$ cat config.mk
export PLATFORM = sky130hd
export DESIGN_NAME = comp_scan_ctrl
export DESIGN_NICKNAME = d
export VERILOG_FILES = /design/src/rtl/frida_pkg.sv /design/src/rtl/frida_sync_fifo.sv /design/src/rtl/comp_scan_ctrl.sv
export SDC_FILE = /design/constraint.sdc
export NUM_CORES = 1
export LEC_CHECK = 0
export CORE_MARGIN = 2
export CORE_UTILIZATION = 53
export CTS_CLUSTER_SIZE = 20
export DETAILED_ROUTE_END_ITERATION = 8
export HOLD_SLACK_MARGIN = 0.05
export PLACE_DENSITY = 0.76
export SLEW_MARGIN = 15
export SYNTH_ARGS = -nofsm -noshare
export SYNTH_HDL_FRONTEND = slang
export SYNTH_SLANG_ARGS = --single-unit
$ cat constraint.sdc
create_clock -name clk -period 3.1 [get_ports clk]
set_input_delay 0.465 -clock clk [delete_from_list [all_inputs] [get_ports clk]]
set_output_delay 0.465 -clock clk [all_outputs]
set_load 0.05 [all_outputs]
$ cat src/rtl/frida_pkg.sv
// Shared FRIDA definitions: scan FSM encoding and default array geometry.
package frida_pkg;

   localparam int FRIDA_N_CH   = 16;
   localparam int FRIDA_N_BITS = 12;

   typedef enum logic [2:0] {
      IDLE,
      SELECT,
      SETTLE,
      ACQ,
      PUSH
   } scan_state_t;

endpackage

$ cat src/rtl/frida_sync_fifo.sv
// Single-clock first-word-fall-through FIFO; push and pop may coincide even when full.
module frida_sync_fifo #(
   parameter int WIDTH = 16,
   parameter int DEPTH = 8
) (
   input  logic             clk,
   input  logic             rst,
   input  logic             push,
   input  logic             pop,
   input  logic [WIDTH-1:0] wr_data,
   output logic [WIDTH-1:0] rd_data,
   output logic             full,
   output logic             empty
);

   localparam int AW = $clog2(DEPTH);

   logic [WIDTH-1:0] mem [DEPTH];
   logic [AW:0]      wr_ptr;
   logic [AW:0]      rd_ptr;
   logic             do_push;
   logic             do_pop;

   // A pop frees the slot the simultaneous push lands in, so full does not block it.
   assign do_pop  = pop && !empty;
   assign do_push = push && (!full || do_pop);

   always_ff @(posedge clk or posedge rst) begin
      if (rst) begin
         wr_ptr <= '0;
         rd_ptr <= '0;
      end else begin
         if (do_push) wr_ptr <= wr_ptr + 1'b1;
         if (do_pop)  rd_ptr <= rd_ptr + 1'b1;
      end
   end

   // NOTE: storage is deliberately left unreset; stale entries are never visible because the read port is masked while empty.
   always_ff @(posedge clk) begin
      if (do_push) mem[wr_ptr[AW-1:0]] <= wr_data;
   end

   assign empty   = (wr_ptr == rd_ptr);
   assign full    = (wr_ptr[AW] != rd_ptr[AW]) && (wr_ptr[AW-1:0] == rd_ptr[AW-1:0]);
   assign rd_data = empty ? '0 : mem[rd_ptr[AW-1:0]];

endmodule

$ cat src/rtl/comp_scan_ctrl.sv
// Comparator scan controller: walks the enabled ADC channels, assembles serial
// comparator decisions into {channel, result} words and buffers them for readout.
module comp_scan_ctrl
   import frida_pkg::*;
#(
   parameter  int N_CH       = FRIDA_N_CH,
   parameter  int N_BITS     = FRIDA_N_BITS,
   parameter  int FIFO_DEPTH = 8,
   localparam int SEL_W      = $clog2(N_CH)
) (
   input  logic                    clk,
   input  logic                    rst,
   input  logic                    start,
   input  logic                    stop,
   input  logic                    cont,
   input  logic [N_CH-1:0]         ch_mask,
   input  logic                    conv_strobe,
   input  logic [N_CH-1:0]         comp_in,
   output logic [SEL_W-1:0]        mux_sel,
   output logic                    busy,
   output logic [SEL_W+N_BITS-1:0] out_data,
   output logic                    out_valid,
   input  logic                    out_ready,
   output logic                    overflow,
   input  logic                    clr_overflow
);

   localparam int CNT_W = $clog2(N_BITS);

   scan_state_t       state;
   scan_state_t       state_next;
   logic [N_CH-1:0]   mask_q;
   logic              cont_q;
   logic [SEL_W-1:0]  cur_ch;
   logic [N_BITS-1:0] shift_q;
   logic [CNT_W-1:0]  bit_cnt;

   logic [N_CH-1:0]   above;
   logic [SEL_W-1:0]  next_ch;
   logic [SEL_W-1:0]  first_ch;
   logic [SEL_W-1:0]  wrap_ch;
   logic              wrap;
   logic              fifo_push;
   logic              fifo_pop;
   logic              fifo_full;
   logic              fifo_empty;
   logic              last_strobe;

   function automatic logic [SEL_W-1:0] lowest_set(input logic [N_CH-1:0] v);
      lowest_set = '0;
      for (int i = N_CH - 1; i >= 0; i--) begin
         if (v[i]) lowest_set = SEL_W'(i);
      end
   endfunction

   // Next-channel search: enabled channels strictly above the current one.
   always_comb begin
      above = '0;
      for (int i = 0; i < N_CH; i++) begin
         above[i] = mask_q[i] && (i > int'(cur_ch));
      end
   end

   assign next_ch     = lowest_set(above);
   assign wrap        = (above == '0);
   assign wrap_ch     = lowest_set(mask_q);
   assign first_ch    = lowest_set(ch_mask);
   assign last_strobe = conv_strobe && (bit_cnt == CNT_W'(N_BITS - 1));

   // NOTE: every signal written here gets a default first, so no path can infer a latch.
   always_comb begin
      state_next = state;
      fifo_push  = 1'b0;
      case (state)
         IDLE:    if (start && (ch_mask != '0)) state_next = SELECT;
         SELECT:  state_next = SETTLE;
         SETTLE:  state_next = ACQ;
         ACQ:     if (last_strobe) state_next = PUSH;
         PUSH: begin
            fifo_push  = 1'b1;
            state_next = (!wrap || cont_q) ? SELECT : IDLE;
         end
         default: state_next = IDLE;
      endcase
      if (stop && (state != IDLE)) state_next = IDLE;
   end

   // NOTE: all sequential state uses non-blocking assignments so every register samples pre-edge values.
   always_ff @(posedge clk or posedge rst) begin
      if (rst) begin
         state   <= IDLE;
         mask_q  <= '0;
         cont_q  <= 1'b0;
         cur_ch  <= '0;
         mux_sel <= '0;
         shift_q <= '0;
         bit_cnt <= '0;
      end else begin
         state <= state_next;
         case (state)
            IDLE: begin
               if (start && (ch_mask != '0)) begin
                  mask_q <= ch_mask;
                  cont_q <= cont;
                  cur_ch <= first_ch;
               end
            end
            SELECT: begin
               mux_sel <= cur_ch;
               shift_q <= '0;
               bit_cnt <= '0;
            end
            ACQ: begin
               if (conv_strobe) begin
                  shift_q <= {shift_q[N_BITS-2:0], comp_in[mux_sel]};
                  bit_cnt <= bit_cnt + 1'b1;
               end
            end
            PUSH:    cur_ch <= wrap ? wrap_ch : next_ch;
            default: ;
         endcase
      end
   end

   assign fifo_pop  = out_valid && out_ready;
   assign out_valid = !fifo_empty;

   // A dropped word outranks a simultaneous clear.
   always_ff @(posedge clk or posedge rst) begin
      if (rst)                                        overflow <= 1'b0;
      else if (fifo_push && fifo_full && !fifo_pop)   overflow <= 1'b1;
      else if (clr_overflow)                          overflow <= 1'b0;
   end

   frida_sync_fifo #(
      .WIDTH (SEL_W + N_BITS),
      .DEPTH (FIFO_DEPTH)
   ) u_fifo (
      .clk     (clk),
      .rst     (rst),
      .push    (fifo_push),
      .pop     (fifo_pop),
      .wr_data ({mux_sel, shift_q}),
      .rd_data (out_data),
      .full    (fifo_full),
      .empty   (fifo_empty)
   );

   assign busy = (state != IDLE);

endmodule

-- Word level (Yosys, flattened, before mapping)
Memories as Yosys holds them, arrays and structs flattened.
Cells that the tools add are included.
- add/sub/neg operators: 3
- $lt $le $gt $ge: 16
- equality and inequality tests: 12
- multiplexer cells: 67
- reductions and logical operators: 41
- operator list (cell ; number):
    $mux W4 ; 50
    $gt A4 B4 Y1 const A ; 8
    $logic_and A1 B1 Y1 ; 24
    $pmux W12 S2 ; 1
    $gt A3 B4 Y1 const A ; 4
    $logic_not A16 Y1 ; 1
    $mux W16 ; 1
    $pmux W4 S2 ; 2
    $reduce_bool A16 Y1 ; 1
    $pmux W3 S5 ; 1
    $add A4 B1 Y4 const B ; 3
    $mux W12 ; 1
    $mux W3 ; 3
    $gt A2 B4 Y1 const A ; 2
    $reduce_and A2 Y1 ; 4
    $mux W1 ; 7
    $eq A3 B2 Y1 const B ; 2
    $ne A3 B3 Y1 const B ; 2
    $reduce_bool A2 Y1 ; 3
    $lt A4 B5 Y1 const B ; 1
    $bmux W1 S4 ; 1
    $eq A4 B4 Y1 ; 1
    $eq A4 B4 Y1 const B ; 1
    $gt A1 B4 Y1 const A ; 1
    9 further kinds ; 14
- flip-flop bits (word level): 53
- bits in writable memories: 128
- bits of input ports: 40
- output and inout bits: 23
- word-level logic and storage cells: 150
- memories kept: 1
- memory list (name ; depth ; bits a word ; rd ports ; clocked after Yosys merged registers in ; write ports ; line ; RTL):
    u_fifo.mem ; 8 ; 16 ; 1 ; 0 ; 1 ; frida_sync_fifo.sv:18 ; logic [WIDTH-1:0] mem [DEPTH];

-- Logic depth before layout (Yosys ltp)
- depth in word-level cells: 19
- mapped depth: 8
- depth with buffers taken out: 6

-- Modules after synthesis
From an unflattened synthesis, not the netlist that was laid out.
- cells, all modules: 575
- area total of the unflattened synthesis: 8130.3 sq um
- modules (own cells, without submodules) (module ; instances ; cells each ; area an instance (sq um) ; sequential area each (sq um)):
    frida_sync_fifo ; 1 ; 261 ; 5418.9 ; 4043.9
    comp_scan_ctrl ; 1 ; 314 ; 2711.4 ; 1126.1

-- Least setup slack after synthesis
Ideal clock, no wire load.
- path kind: register -> register
- from: register u_fifo.rd_ptr[0]
- to: memory u_fifo.mem[2][0], enable pin
- library setup time: 0.413 ns
- arrival time: 2.500 ns
- setup slack: 0.187 ns
- stages on the path, launching flop included: 7
- path buffers: 1
- cell sequence: dfrtp_1 -> buf_2 -> xor2_1 -> nor3_1 -> a21oi_1 -> nand2b_1 -> nor3b_1
- longest elaborated chain between the ends: 8
- elaborated cells on any way between the ends: 11
- ends and longest elaborated chain (what ; line ; RTL):
    from (decl) ; frida_sync_fifo.sv:20 ; logic [AW:0] rd_ptr;
    from (signal assigned) ; frida_sync_fifo.sv:34 ; if (do_pop) rd_ptr <= rd_ptr + 1'b1;
    $eq A4 B4 Y1 ; frida_sync_fifo.sv:43 ; assign empty = (wr_ptr == rd_ptr);
    $logic_not A1 Y1 ; frida_sync_fifo.sv:25, comp_scan_ctrl.sv:126 ;
    $logic_and A1 B1 Y1 ; comp_scan_ctrl.sv:125 ; assign fifo_pop = out_valid && out_ready;
    $logic_and A1 B1 Y1 ; frida_sync_fifo.sv:25 ; assign do_pop = pop && !empty;
    $logic_or A1 B1 Y1 (*) ; frida_sync_fifo.sv:26 ; assign do_push = push && (!full || do_pop);
    $logic_and A1 B1 Y1 (*) ; frida_sync_fifo.sv:26 ;
    $mux W1 (*) ; frida_sync_fifo.sv:40 ; if (do_push) mem[wr_ptr[AW-1:0]] <= wr_data;
    $mux W1 (implied by the code) (*) ; frida_sync_fifo.sv:40 ;
    to (decl) ; frida_sync_fifo.sv:18 ;
Mark *: on every way between the ends. The rest lies on a longest branch, timed or not.

-- Worst setup path in the final report
- from: register u_fifo.rd_ptr[0]
- to: output port out_valid
- longest elaborated chain between the ends: 2
- ends and longest elaborated chain (what ; line ; RTL):
    $eq A4 B4 Y1 ; frida_sync_fifo.sv:43 ;
    $logic_not A1 Y1 ; comp_scan_ctrl.sv:126 ; assign out_valid = !fifo_empty;
    to (decl) ; comp_scan_ctrl.sv:22 ; output logic out_valid,
Every way passes these cells.

==> run summary <==
========================================================================================
Run status ................................................................ complete, no violations
Worst setup SP type .......................................................     register
Worst EP arrival ..........................................................      2.47 ns
Worst setup slack after placement .........................................     0.320 ns
Worst ir drop on vdd ......................................................   0.000503 V
Final weighted congestion of routability-driven global placement ..........        0.795
Synth Area in Adders ......................................................       0.466%
Worst Path Required .......................................................      2.63 ns
Cell area after layout .................................................... 0.00954 sq mm
Sequential element share of the synthesized area ..........................        64.2%
WP buf/inv ................................................................            3
Final WL ..................................................................     17000 um
Maximum number of pins on one net before global-route repair ..............           36
Finish-stage setup viols ..................................................            0
Drt wl/cell ...............................................................      20.5 um
Synth Area in Compound Gates ..............................................        6.04%
Final-layout worst hold slack .............................................     0.370 ns
Worst-Margin Slew .........................................................     0.802 ns
Clock sink count ..........................................................          181
Minimum setup slack in the final design ...................................     0.167 ns
Number of antenna violations at the first check in global routing .........            0
Power per Cell Area .......................................................  855 mW/mm^2
First-pass GRT wire length ................................................     27300 um
DP Area ................................................................... 0.00893 sq mm
Hold WC Path Type .........................................................  in -> async
Post-CTS repair timing setup buffer count .................................            0
Dominant combinational cell family by area after synthesis ................ multiplexers
Number of DRC violations after detailed-routing iteration 0 ...............          596
Antenna-violating nets left ...............................................            0
Critical register-to-register path startpoint ............................. u_fifo.rd_ptr[0]$_DFFE_PP0P_
Global-route congestion overflow total ....................................            0
Core area ................................................................. 0.0150 sq mm
Worst-path clk slew .......................................................      0.06 ns
Starting density of the core ..............................................        53.6%
Drt first pass iters ......................................................            5
Biggest cell delay along the critical path ................................      0.60 ns
Start point of the critical path .......................................... u_fifo.rd_ptr[0]$_DFFE_PP0P_
Pwr Total .................................................................      8.16 mW
Detailed placer's ending HPWL .............................................     11400 um
Share of the synthesized netlist area taken by xor and xnor gates .........        1.20%
Largest clock skew in the final design ....................................   0.00746 ns
Synth-to-Final Area Change ................................................        18.5%
Post-synthesis mux area share .............................................        15.3%
Setup total negative slack ................................................         0 ns
Number of distinct library cells after synthesis ..........................           57
Number of nets produced by synthesis ......................................          592
Shortest period the worst path allows .....................................      2.93 ns
Flop and latch count out of synthesis .....................................          181
Top cell type by total area after synthesis ............................... sky130_fd_sc_hd__edfxtp_1
Max-slew violation count ..................................................            0
Number of global-route vias before repair .................................         5024
Library cell contributing the largest single delay on the critical path ... sky130_fd_sc_hd__dfrtp_4
Number of primary I/O pins ................................................           63
Portion of the clock cycle consumed by the worst path in the final layout .        94.6%
Count of placed standard cells in the final layout, fillers left out ......          827
Post-Syn Area per Cell ....................................................   14.7 sq um
Ordered cell list for the critical path ................................... xor2_1 -> nor3_1 -> and2_2 -> buf_4 -> inv_1 -> buf_4
Leakage dissipation .......................................................      3.63 nW
Fin. Hold Viols ...........................................................            0
Number of design rule violations left after detail routing ................            0
Total track usage .........................................................        22.8%
Synthesized instance count ................................................          549
Top cell family by delay on the critical path ............................. simple AND/OR/NAND/NOR gates
Unrepaired setup endpoints after global routing ...........................           no
CTS Root Buffer Type ...................................................... sky130_fd_sc_hd__clkbuf_16
Clock buffer depth ........................................................            2
Number of antenna repair diodes ...........................................            0
Utilization of the core after routing .....................................        63.5%
Post-synth EDFFs ..........................................................          128
Critical Path Fanout Max ..................................................           12
Die outline width .........................................................       127 um
Fraction of layout cells with a size suffix above 1 .......................        21.9%
# port buffers ............................................................           62
Post-synthesis share of cell area spent on and, or, nand and nor gates ....        9.85%
Most area-consuming cells after synthesis ................................. sky130_fd_sc_hd__edfxtp_1 48%, sky130_fd_sc_hd__dfrtp_1 16%, sky130_fd_sc_hd__mux4_2 10%, sky130_fd_sc_hd__nand2_1 2.4%, sky130_fd_sc_hd__mux2i_1 2.1%
Fraction of registers with async set/reset ................................        29.3%
Critical Path End Type ....................................................   output pin
Netlist area before placement ............................................. 0.00806 sq mm
Clock tree from TritonCTS .................................................          yes
Clock insertion delay at the later pin of the skew report .................      0.44 ns
Total number of placement rows ............................................           45
Layout Nets ...............................................................          669
Dominant register cell in the synthesized netlist ......................... sky130_fd_sc_hd__edfxtp_1
Fmax achieved .............................................................      341 MHz
Most common cell type on the critical path ................................ sky130_fd_sc_hd__buf_4
Yosys top cell area share .................................................        47.7%
Via-to-Cell Ratio .........................................................         5.99
CTS buffer count ..........................................................           17
Die Span Y ................................................................       127 um
Yosys warning total .......................................................            0
Classification of the worst setup path ....................................   reg -> out
Max-cap check violation count .............................................            0
Depth of the CTS H-tree ...................................................            4
Cell count after placement ................................................          795
Slew margin rel. ..........................................................        46.4%
# hold bufs at CTS ........................................................            0
Total die area ............................................................ 0.0162 sq mm
Vias ......................................................................         4950
========================================================================================
## final cells by class
type	count	area (sq um)
flip-flops and latches	181	5170
clock inverters	13	153
inverters	18	67.6
multi-input cells	321	2680
well taps	188	235
fillers	1077	5490
repair buffers	87	778
clock buffers	19	453
## flip-flops by register name, indices dropped and copies added (netlist names)
| signal | count |
|---|---|
| u_fifo.mem | 128 |
| mask_q | 16 |
| shift_q | 12 |
| bit_cnt | 4 |
| cur_ch | 4 |
| mux_sel | 4 |
| u_fifo.rd_ptr | 4 |
| u_fifo.wr_ptr | 4 |
| state | 3 |
| cont_q | 1 |
| overflow | 1 |
## cell usage after synthesis, types with 3 or more instances
cell type / number
sky130_fd_sc_hd__nand2_1: 52
sky130_fd_sc_hd__nand4_1: 5
sky130_fd_sc_hd__dfrtp_1: 53
sky130_fd_sc_hd__o221ai_1: 3
sky130_fd_sc_hd__ha_1: 3
sky130_fd_sc_hd__nor2_1: 41
sky130_fd_sc_hd__mux2_4: 11
sky130_fd_sc_hd__inv_1: 18
sky130_fd_sc_hd__mux4_2: 37
sky130_fd_sc_hd__a21oi_1: 10
sky130_fd_sc_hd__a21boi_0: 4
sky130_fd_sc_hd__nor4_1: 6
sky130_fd_sc_hd__and2_1: 4
sky130_fd_sc_hd__mux2_2: 6
sky130_fd_sc_hd__a22oi_1: 4
sky130_fd_sc_hd__nor3b_1: 5
sky130_fd_sc_hd__o31ai_1: 4
sky130_fd_sc_hd__o211ai_1: 4
sky130_fd_sc_hd__nor3_1: 7
sky130_fd_sc_hd__mux2i_1: 17
sky130_fd_sc_hd__clkbuf_1: 11
sky130_fd_sc_hd__a31oi_1: 7
sky130_fd_sc_hd__edfxtp_1: 128
sky130_fd_sc_hd__nand2b_1: 7
sky130_fd_sc_hd__buf_6: 3
sky130_fd_sc_hd__buf_2: 13
sky130_fd_sc_hd__o21ai_0: 14
sky130_fd_sc_hd__xnor2_1: 4
sky130_fd_sc_hd__nor2b_1: 6
sky130_fd_sc_hd__xor2_1: 7
sky130_fd_sc_hd__nand3_1: 22
## placed cells by master (no fill, tap or decap), types with 3 or more instances in the layout
cell                              count
sky130_fd_sc_hd__mux2i_1             17
sky130_fd_sc_hd__bufinv_16            3
sky130_fd_sc_hd__a22oi_1              4
sky130_fd_sc_hd__edfxtp_1           128
sky130_fd_sc_hd__nand2_1             52
sky130_fd_sc_hd__a21boi_0             4
sky130_fd_sc_hd__nor4_1               6
sky130_fd_sc_hd__nor2b_1              6
sky130_fd_sc_hd__nand4_1              5
sky130_fd_sc_hd__mux2_4              11
sky130_fd_sc_hd__o221ai_1             3
sky130_fd_sc_hd__ha_1                 3
sky130_fd_sc_hd__o21ai_0             14
sky130_fd_sc_hd__inv_1               17
sky130_fd_sc_hd__xnor2_1              4
sky130_fd_sc_hd__nor3b_2              4
sky130_fd_sc_hd__o211ai_1             4
sky130_fd_sc_hd__mux2_2               6
sky130_fd_sc_hd__nor2_1              41
sky130_fd_sc_hd__mux4_2              37
sky130_fd_sc_hd__dfrtp_1             52
sky130_fd_sc_hd__nand2b_1             7
sky130_fd_sc_hd__clkbuf_16           17
sky130_fd_sc_hd__o31ai_1              4
sky130_fd_sc_hd__xor2_1               7
sky130_fd_sc_hd__a21oi_1             10
sky130_fd_sc_hd__buf_4               41
sky130_fd_sc_hd__and2_1               3
sky130_fd_sc_hd__nor3_1               5
sky130_fd_sc_hd__a31oi_1              7
sky130_fd_sc_hd__clkinv_1             3
sky130_fd_sc_hd__nand3_1             22
sky130_fd_sc_hd__clkdlybuf4s50_1     45
## where the power goes
part / internal (mW) / total, mW / switching (mW)
Clock: 1.30 / 2.18 / 0.879
Sequential: 2.79 / 3.16 / 0.363
Combinational: 1.18 / 2.82 / 1.64
## worst reg2reg max path: stages, from the launching register on
cell and delay (ns):
sky130_fd_sc_hd__dfrtp_4 0.60, sky130_fd_sc_hd__xor2_1 0.18, sky130_fd_sc_hd__nor3_1 0.36, sky130_fd_sc_hd__and2_2 0.35, sky130_fd_sc_hd__buf_4 0.26, sky130_fd_sc_hd__nand2b_1 0.19
sky130_fd_sc_hd__mux2_2 0.36
## routing by layer
| layer | vias up | share of wire, % | GRT usage [%] |
|---|---|---|---|
| li1 | 2265 | - | - |
| met1 | 2480 | 41 | 29.6 |
| met2 | 186 | 51 | 38.5 |
| met3 | 19 | 6.2 | 6.57 |
| met4 | 0 | 1.2 | 5.69 |
| met5 | - | 0 | 0 |
## final timing paths
kind	slack, ns	end	cells past startpoint
worst max register to register	0.69	u_fifo.rd_ptr[1]$_DFFE_PP0P_	6
min in group clk	0.49	u_fifo.rd_ptr[3]$_DFFE_PP0P_	1
max in group asynchronous	2.08	u_fifo.rd_ptr[0]$_DFFE_PP0P_	3
worst min-delay path	0.37	shift_q[7]$_DFFE_PP0P_	2
worst max-delay path	0.17	out_valid	6
worst min register to register	0.49	u_fifo.rd_ptr[3]$_DFFE_PP0P_	1
## kinds of logic after synthesis
family,Yosys count
flip-flops,181
AND/OR/NAND/NOR,166
multiplexers,71
AO/OA/AOI/OAI,70
buffers and inverters,47
XOR/XNOR,11
adder cells (fa/ha/maj),3
## repair_timing
item,CTS,global route
endpoints found under the setup margin,0,11
endpoints found under the hold margin,0,0
gates resized for setup,0,2
No activity file was read; power rests on OpenSTA's default activity.
